### config.mk
export PLATFORM = sky130hd
export DESIGN_NAME = edf_arbiter
export DESIGN_NICKNAME = d
export VERILOG_FILES = /design/src/rtl/edf_arbiter.sv
export SDC_FILE = /design/constraint.sdc
export NUM_CORES = 1
export LEC_CHECK = 0
export CAP_MARGIN = 20
export CORE_AREA = 2 2 260 262
export DETAILED_ROUTE_END_ITERATION = 6
export DIE_AREA = 0 0 262 264
export MAX_ROUTING_LAYER = met4
export PLACE_DENSITY = 0.55
export SLEW_MARGIN = 20
export SYNTH_ARGS = -nofsm -noshare
export SYNTH_HDL_FRONTEND = slang
export SYNTH_SLANG_ARGS = --single-unit
### constraint.sdc
create_clock -name clk_i -period 5.6 [get_ports clk_i]
set_input_delay 1.68 -clock clk_i [delete_from_list [all_inputs] [get_ports clk_i]]
set_output_delay 1.68 -clock clk_i [all_outputs]
set_load 0.02 [all_outputs]
### src/rtl/edf_arbiter.sv
// Earliest-deadline-first interrupt arbiter: a sequential scan picks the pending
// source with the smallest deadline, offers it to the hart and tracks claim/complete.
module edf_arbiter #(
  parameter int unsigned NSource = 8,
  parameter int unsigned TsWidth = 64,
  parameter int unsigned IdWidth = $clog2(NSource)
) (
  input  logic                              clk_i,
  input  logic                              rst_ni,
  input  logic [63:0]                       mtime_i,
  input  logic [NSource-1:0]                ip_i,
  input  logic [NSource-1:0][TsWidth-1:0]   dl_i,
  output logic [NSource-1:0]                clr_o,
  output logic                              irq_o,
  output logic [IdWidth-1:0]                irq_id_o,
  output logic [TsWidth-1:0]                irq_dl_o,
  output logic                              late_o,
  input  logic                              claim_i,
  input  logic                              complete_i,
  input  logic [IdWidth-1:0]                complete_id_i
);

  localparam logic [1:0] SCAN    = 2'd0;
  localparam logic [1:0] NOTIFY  = 2'd1;
  localparam logic [1:0] SERVICE = 2'd2;

  localparam logic [IdWidth-1:0] LastIdx = IdWidth'(NSource - 1);

  logic [1:0]         state_q,    state_d;
  logic [IdWidth-1:0] idx_q,      idx_d;
  logic               cand_vld_q, cand_vld_d;
  logic [IdWidth-1:0] cand_id_q,  cand_id_d;
  logic [TsWidth-1:0] cand_dl_q,  cand_dl_d;
  logic               irq_q,      irq_d;
  logic [IdWidth-1:0] irq_id_q,   irq_id_d;
  logic [TsWidth-1:0] irq_dl_q,   irq_dl_d;
  logic [NSource-1:0] clr_q,      clr_d;

  logic               take;
  logic               scan_vld;
  logic [IdWidth-1:0] scan_id;
  logic [TsWidth-1:0] scan_dl;
  logic               withdrawn;
  logic               complete_hit;

  // Strict less-than keeps the earlier (lower index) candidate on equal deadlines.
  always_comb begin
    take         = ip_i[idx_q] && (!cand_vld_q || (dl_i[idx_q] < cand_dl_q));
    scan_vld     = cand_vld_q || take;
    scan_id      = take ? idx_q : cand_id_q;
    scan_dl      = take ? dl_i[idx_q] : cand_dl_q;
    withdrawn    = !ip_i[irq_id_q];
    complete_hit = complete_i && (complete_id_i == irq_id_q);
  end

  // Next-state and registered-output logic.
  always_comb begin
    state_d    = state_q;
    idx_d      = idx_q;
    cand_vld_d = cand_vld_q;
    cand_id_d  = cand_id_q;
    cand_dl_d  = cand_dl_q;
    irq_d      = irq_q;
    irq_id_d   = irq_id_q;
    irq_dl_d   = irq_dl_q;
    clr_d      = '0;

    case (state_q)
      SCAN: begin
        cand_vld_d = scan_vld;
        cand_id_d  = scan_id;
        cand_dl_d  = scan_dl;
        if (idx_q == LastIdx) begin
          // Candidate register is cleared so the next pass always starts fresh.
          idx_d      = '0;
          cand_vld_d = 1'b0;
          if (scan_vld) begin
            state_d  = NOTIFY;
            irq_d    = 1'b1;
            irq_id_d = scan_id;
            irq_dl_d = scan_dl;
          end
        end else begin
          idx_d = idx_q + IdWidth'(1);
        end
      end

      NOTIFY: begin
        // A claim beats a simultaneous withdrawal.
        if (claim_i) begin
          clr_d[irq_id_q] = 1'b1;
          irq_d           = 1'b0;
          state_d         = SERVICE;
        end else if (withdrawn) begin
          irq_d   = 1'b0;
          state_d = SCAN;
        end
      end

      SERVICE: begin
        if (complete_hit) begin
          state_d = SCAN;
        end
      end

      default: begin
        state_d    = SCAN;
        idx_d      = '0;
        cand_vld_d = 1'b0;
        irq_d      = 1'b0;
      end
    endcase
  end

  always_ff @(posedge clk_i or negedge rst_ni) begin
    if (!rst_ni) begin
      state_q    <= SCAN;
      idx_q      <= '0;
      cand_vld_q <= 1'b0;
      cand_id_q  <= '0;
      cand_dl_q  <= '0;
      irq_q      <= 1'b0;
      irq_id_q   <= '0;
      irq_dl_q   <= '0;
      clr_q      <= '0;
    end else begin
      state_q    <= state_d;
      idx_q      <= idx_d;
      cand_vld_q <= cand_vld_d;
      cand_id_q  <= cand_id_d;
      cand_dl_q  <= cand_dl_d;
      irq_q      <= irq_d;
      irq_id_q   <= irq_id_d;
      irq_dl_q   <= irq_dl_d;
      clr_q      <= clr_d;
    end
  end

  assign clr_o    = clr_q;
  assign irq_o    = irq_q;
  assign irq_id_o = irq_id_q;
  assign irq_dl_o = irq_dl_q;

  // Lateness follows mtime directly while an offer is outstanding.
  assign late_o = (state_q == NOTIFY) && (irq_dl_q < mtime_i[TsWidth-1:0]);

endmodule

==> summary.txt, run 1 <==
STA
  • Clock Skew: 0.0124 ns
  • Hold WS: 0.503 ns
  • F_max: 182 MHz
  • Post-route setup TNS: 0 ns
  • Count of final setup violators: 0
  • Min Tclk post-route: 5.51 ns
  • Worst-margin pin slew: 1.03 ns
  • Pins Over Slew Limit: 0
  • Period utilisation layout: 98.4%
  • Slew margin rel.: 31.1%
  • Final hold violations: 0

Finish
  • Nets: 2657
  • P&R area growth vs syn: 67.1%
  • Filler cell count in the final layout: 6594
  • Share of cells above drive strength 1: 22.8%
  • Util after Layout: 34.2%

Floorplan
  • Die Y: 264 um
  • Area of the core: 66600 um2
  • IO Count: 668
  • Die Wd: 262 um
  • Initial Util: 20.5%
  • Die ar.: 69200 um2
  • Row Count: 95

Power
  • Sw Ratio: 42.6%
  • VDD IR-drop max: 0.240 mV
  • Combinational power share: 65.6%
  • Sequential share of power: 20.9%
  • Pwr/cell area: 402 nW/um2
  • Leakage Power: 9.40 nW
  • Clock power share: 13.5%
  • Sw Pwr: 3.90 mW
  • Cell-internal power: 5.26 mW

GRT
  • Vias in the first global route: 14200
  • First-pass GRT wire length: 91.7 mm
  • Total GRT Usage: 18.4%
  • Initial antenna violation count: 5
  • Total gr overflow: 0
  • Largest net degree at the start of global routing: 88

Worst setup path
  • Crit path capture type: output pin
  • Crit Path Max Fanout: 2
  • Critical path required time: 3.92 ns
  • CP top delay family: compound AO/OA/AOI/OAI gates
  • CP bufs+invs: 3
  • CP Class: in2out
  • Crit-path cells: clkdlybuf4s50_1, inv_1, ha_4, a21o_1, a21o_1, a21oi_2, o211ai_1, o211ai_1, o2111ai_1, a211oi_1, buf_4
  • CP max stage cell: clkdlybuf4s50_1
  • CP Launch Type: input pin
  • Worst path arrival time: 3.83 ns
  • Slowest stage delay, CP: 0.46 ns

Clock network
  • CTS tree: done
  • Clock latency at the later pin of the worst-skew pair: 0.49 ns
  • Root Buffer: clkbuf_16
  • Clock transition at path regs: 0.07 ns
  • Clk sinks: 149
  • H-tree depth: 4
  • Postcts setup bufs: 0
  • Cts bufs inserted: 17
  • CTS Buffer Depth: 2

Yosys
  • Syn Inst Count: 1273
  • Most numerous cell in the Yosys netlist: dfrtp_1
  • Top cells by count, synth: dfrtp_1 (149), inv_1 (134), mux4_2 (132)
  • Post-synth EDFFs: 0
  • Synth area leader: dfrtp_1
  • Ys async rst share: 100%
  • Top post-synthesis cells by area: dfrtp_1 (27%), mux4_2 (22%), ha_1 (12%)
  • Synthesized area: 13600 um2
  • Sequential-to-total area share from yosys stat: 27.3%
  • Ys flop type: dfrtp_1
  • Yosys reg bits: 149
  • Syn avg cell area: 10.7 um2
  • Synth Warn #: 0
  • Post-synthesis cell type count: 47
  • Syn_nets: 1995
  • Share of the synthesized area in the top cell type: 27.3%

Route
  • DR WL met3: 3.16 mm
  • Initial DRC Count: 592
  • Max Used Layer: met4
  • Met2 WL: 31.0 mm
  • Vias post-DR: 13200
  • Antenna-violating nets left: 0
  • Post-Route M1 WL: 27.8 mm
  • Detailed Routing Iterations Pass 1: 5
  • Routed WL: 62.9 mm
  • DRC viols: 0
  • Via density: 4.69
  • Drt wl/cell: 22.3 um

Placed design
  • DP Wirelength: 50.8 mm
  • GP Congestion: 1.04
  • I/O Buffers: 667

Run status
  • Run status: completed

Min path
  • Worst Hold Class: reg2reg

Job
  • Max Cap Viol: 0
[metrics by stage]
stage               total power [mW]  area [um2]  cells  setup WS, ns
floorplan                       5.58       13600   1273         0.435
global placement                7.78       21800   2790        -0.508
detailed placement              7.89       21800   2790        -0.468
CTS                             9.25       22700   2821  -0.000000888
global route                    9.86       22800   2825      -0.00679
finish                          9.15       22800   2825        0.0906
[worst reg2reg max path, delay by kind of cell (launching register included)]
kind | cells | cell delay (ns)
mux | 3 | 1.31
buf+inv | 4 | 0.93
simple gates | 4 | 0.90
flops | 1 | 0.67
compound gates | 2 | 0.53
fa+ha+maj | 1 | 0.33
[registers in the layout (all words and copies together), names as in the netlist]
| signal | cells |
|---|---|
| cand_id_q | 3 |
| cand_vld_q | 1 |
| irq_dl_o | 64 |
| irq_o | 1 |
| idx_q | 3 |
| clr_o | 8 |
| state_q | 2 |
| irq_id_o | 3 |
| cand_dl_q | 64 |
[layout by cell type (no fill, tap or decap), types with 4 or more instances in the layout]
cell	instances
nor3_1	6
o21ai_0	82
ha_1	108
mux2_4	30
dlygate4sd2_1	17
clkbuf_16	17
inv_6	4
buf_4	55
ha_4	22
nand4_1	20
mux2i_1	4
a31oi_1	7
mux2_2	102
nand2_1	96
a21o_1	23
inv_1	114
inv_2	20
nor2_1	24
o21ai_1	4
clkdlybuf4s50_1	642
a21oi_1	92
o211ai_1	7
a211oi_1	4
diode_2	4
dfrtp_1	146
nand3_1	6
o31ai_1	64
nand2b_1	6
buf_12	14
mux4_2	132
a21oi_2	6
[cell families after synthesis]
family          after synthesis  synth area share (%)
compound gates              317                  14.2
buf+inv                     226                  6.54
fa+ha+maj                   131                  12.0
mux                         268                  33.8
simple gates                179                  5.88
xor+xnor                      3                 0.193
flops                       149                  27.3
[worst paths after layout]
kind | depth (start not counted) | slack, ns | endpoint | startpoint
min reg2reg | 1 | 0.50 | cand_id_q[2] | cand_id_q[2]
max | 11 | 0.09 | late_o | mtime_i[57]
max in group asynchronous | 2 | 3.43 | cand_dl_q[42] | rst_ni
max reg2reg | 14 | 0.79 | cand_dl_q[20] | idx_q[0]
min | 1 | 0.50 | cand_id_q[2] | cand_id_q[2]
min in group asynchronous | 1 | 1.27 | cand_dl_q[11] | rst_ni
[timing repair]
item | CTS | global route
resized for setup | 95 | 16
hold buffers | 0 | 0
endpoints found under the setup margin | 1 | 1
pin swaps | 42 | 13
[routing by layer]
layer | up-vias | GRT usage [%]
met5 | - | -
met4 | 0 | 4.20
met3 | 46 | 2.96
met2 | 456 | 30.4
met1 | 6582 | 23.5
li1 | 6158 | -
[power groups by stage]
stage	registers [mW]	logic, mW	clock network [mW]
CTS	1.92	6.05	1.29
global route	1.98	6.55	1.32
global placement	1.91	5.87	0
finish	1.91	6.01	1.23
detailed placement	1.93	5.96	0
floorplan	1.80	3.78	0
[cell type report]
cell class,count,area [um2],area share (%)
Multi-Input combinational cell,898,9500,41.7
Timing Repair Buffer,735,7340,32.2
Sequential cell,149,3740,16.4
Tap cell,873,1090,4.79
Inverter,134,503,2.21
Clock buffer,18,439,1.93
Clock inverter,14,166,0.730
Antenna cell,4,10.0,0.0439
Note: power is estimated with default switching activity, not from simulation.
==> inputs of run 2 (changes only) <==
--- a/config.mk
+++ b/config.mk
@@ -6,11 +6,14 @@
 export NUM_CORES = 1
 export LEC_CHECK = 0
 export CAP_MARGIN = 20
-export CORE_AREA = 2 2 260 262
+export CORE_AREA = 2 2 257 259
+export CTS_BUF_LIST = sky130_fd_sc_hd__clkbuf_8
 export DETAILED_ROUTE_END_ITERATION = 6
-export DIE_AREA = 0 0 262 264
+export DIE_AREA = 0 0 259 261
+export GPL_TIMING_DRIVEN = 0
 export MAX_ROUTING_LAYER = met4
-export PLACE_DENSITY = 0.55
+export PLACE_DENSITY = 0.56
+export SKIP_CTS_REPAIR_TIMING = 1
 export SLEW_MARGIN = 20
 export SYNTH_ARGS = -nofsm -noshare
 export SYNTH_HDL_FRONTEND = slang
==> run 2 against run 1 <==
  * The run now ends with negative setup slack left
  * First-iteration DRC count is 27% higher
  * Critical path depth stayed put
  * Register-to-register slack worse by 0.52 ns
  * Worst hold slack better by 0.021 ns
  * Wire length is 6.0% higher
  * Cell area is 1.2% lower
  * Combinational power is 2% higher
  * Worst setup slack worse by 0.10 ns
  * Fmax is 1.8% lower
  * Global-route usage is 1.2 points higher
  * Highest routed layer unchanged
==> summary.txt, run 2 (synthesis results as in run 1) <==
GRT
  • Total GRT Usage: 19.6%
  • Initial antenna violation count: 10
  • Vias in the first global route: 14200
  • Largest net degree at the start of global routing: 93
  • Total gr overflow: 0
  • First-pass GRT wire length: 93.7 mm

Route
  • Via density: 4.72
  • Drt wl/cell: 23.4 um
  • Detailed Routing Iterations Pass 1: 7
  • Routed WL: 66.7 mm
  • Initial DRC Count: 752
  • Antenna-violating nets left: 0
  • DRC viols: 0
  • Vias post-DR: 13500

Floorplan
  • Initial Util: 21.0%
  • IO Count: 668
  • Area of the core: 65000 um2
  • Die Wd: 259 um
  • Row Count: 94
  • Die ar.: 67600 um2
  • Die Y: 261 um

STA
  • Post-route setup TNS: -0.0115 ns
  • Slew margin rel.: 38.4%
  • F_max: 178 MHz
  • Min Tclk post-route: 5.61 ns
  • Hold WS: 0.524 ns
  • Final hold violations: 0
  • Clock Skew: 0.0198 ns
  • Pins Over Slew Limit: 0
  • Count of final setup violators: 1
  • Period utilisation layout: 100%
  • Final setup margin: -0.0115 ns
  • Worst-margin pin slew: 0.924 ns
  • RSZ-0062 raised after global routing: yes

Worst setup path
  • Worst setup path end: late_o
  • Worst path arrival time: 3.93 ns
  • R2R setup slack: 0.27 ns
  • Crit Path Max Fanout: 2
  • Launch point of the worst reg-to-reg path: idx_q[1]
  • CP startpoint: mtime_i[10]
  • CP Class: in2out
  • Crit path capture type: output pin
  • R2r worst-path depth: 15
  • Critical path required time: 3.92 ns
  • Capturing point of the worst reg2reg path: irq_id_o[2]
  • CP Launch Type: input pin

Power
  • Leakage Power: 9.36 nW
  • Pwr/cell area: 392 nW/um2
  • VDD IR-drop max: 0.161 mV

Placed design
  • GP Congestion: 0.893
  • I/O Buffers: 667
  • DP Wirelength: 56.4 mm

Clock network
  • CTS tree: done
  • Root Buffer: clkbuf_8
  • H-tree depth: 4
  • CTS Buffer Depth: 2
  • Clk sinks: 149
  • Clock transition at path regs: 0.09 ns
  • Clock latency at the later pin of the worst-skew pair: 0.53 ns
  • Cts bufs inserted: 17

Finish
  • P&R area growth vs syn: 65.0%
  • Most common cell after layout, fill and taps aside: clkdlybuf4s50_1
  • Nets: 2686
  • Most frequent cells in the layout: clkdlybuf4s50_1 (645), dfrtp_1 (149), mux4_2 (132)
  • Share of cells above drive strength 1: 21.6%

Run status
  • Failing checks: negative setup slack
  • Run status: complete, but fails checks

Job
  • Max Cap Viol: 0

Min path
  • Worst Hold Class: reg2reg
==> run 2: cell type report <==
cell class / instances / area (um2)
buffer: 92 / 459
timing repair buffer: 672 / 6810
antenna: 8 / 20.0
sequential: 149 / 3730
tap: 864 / 1080
fill: 6403 / 42500
multi-input combinational: 898 / 9500
clock inverter: 14 / 155
clock buffer: 18 / 248
inverter: 134 / 505
==> run 2: layer usage <==
| layer | vias to the layer above | track usage [%] | wire [um] |
|---|---|---|---|
| met5 | - | - | 0 |
| met4 | 0 | 4.87 | 1450 |
| met3 | 56 | 4.31 | 3870 |
| met2 | 520 | 32.1 | 32900 |
| met1 | 6663 | 24.4 | 28500 |
| li1 | 6220 | - | - |
==> run 2: worst min-delay path by stage <==
stage,start,cells past startpoint,end
floorplan,cand_id_q[2],1,cand_id_q[2]
global placement,cand_id_q[2],1,cand_id_q[2]
detailed placement,cand_id_q[0],1,cand_id_q[0]
CTS,cand_id_q[0],1,cand_id_q[0]
global route,cand_id_q[0],1,cand_id_q[0]
finish,irq_o,1,irq_o
==> run 2: metrics by stage <==
stage	instances	power (mW)	setup WS [ns]	cell area [um2]	utilization, %
after floorplan	1273	5.58	0.435	13600	-
after global placement	2804	7.65	-3.52	21400	32.9
after detailed placement	2807	7.79	-1.38	21500	33.0
after CTS	2839	8.73	-1.39	21900	33.6
after global routing	2849	9.51	-0.129	22500	34.6
final	2849	8.81	-0.0115	22500	34.6
==> run 2: worst max-delay path, cell delays in order <==
cell and delay [ns]:
buf_6 0.09, inv_4 0.04, ha_4 0.19, a21o_1 0.15
a21o_1 0.18, a221oi_4 0.28, o21ai_2 0.12, a211oi_4 0.34
o211ai_1 0.38, a211oi_2 0.31, buf_4 0.18
==> run 2: power by group <==
group,total (mW),internal (mW),switching [mW]
clock,0.908,0.386,0.522
combinational,6.12,2.97,3.15
sequential,1.78,1.45,0.329
==> inputs of run 3 (changes only) <==
--- a/config.mk
+++ b/config.mk
@@ -11,6 +11,7 @@
 export DETAILED_ROUTE_END_ITERATION = 6
 export DIE_AREA = 0 0 259 261
 export GPL_TIMING_DRIVEN = 0
+export HOLD_SLACK_MARGIN = 0.12
 export MAX_ROUTING_LAYER = met4
 export PLACE_DENSITY = 0.56
 export SKIP_CTS_REPAIR_TIMING = 1
==> results of run 3 <==
The final DEF is identical to that of run 2; final timing and power are the same.
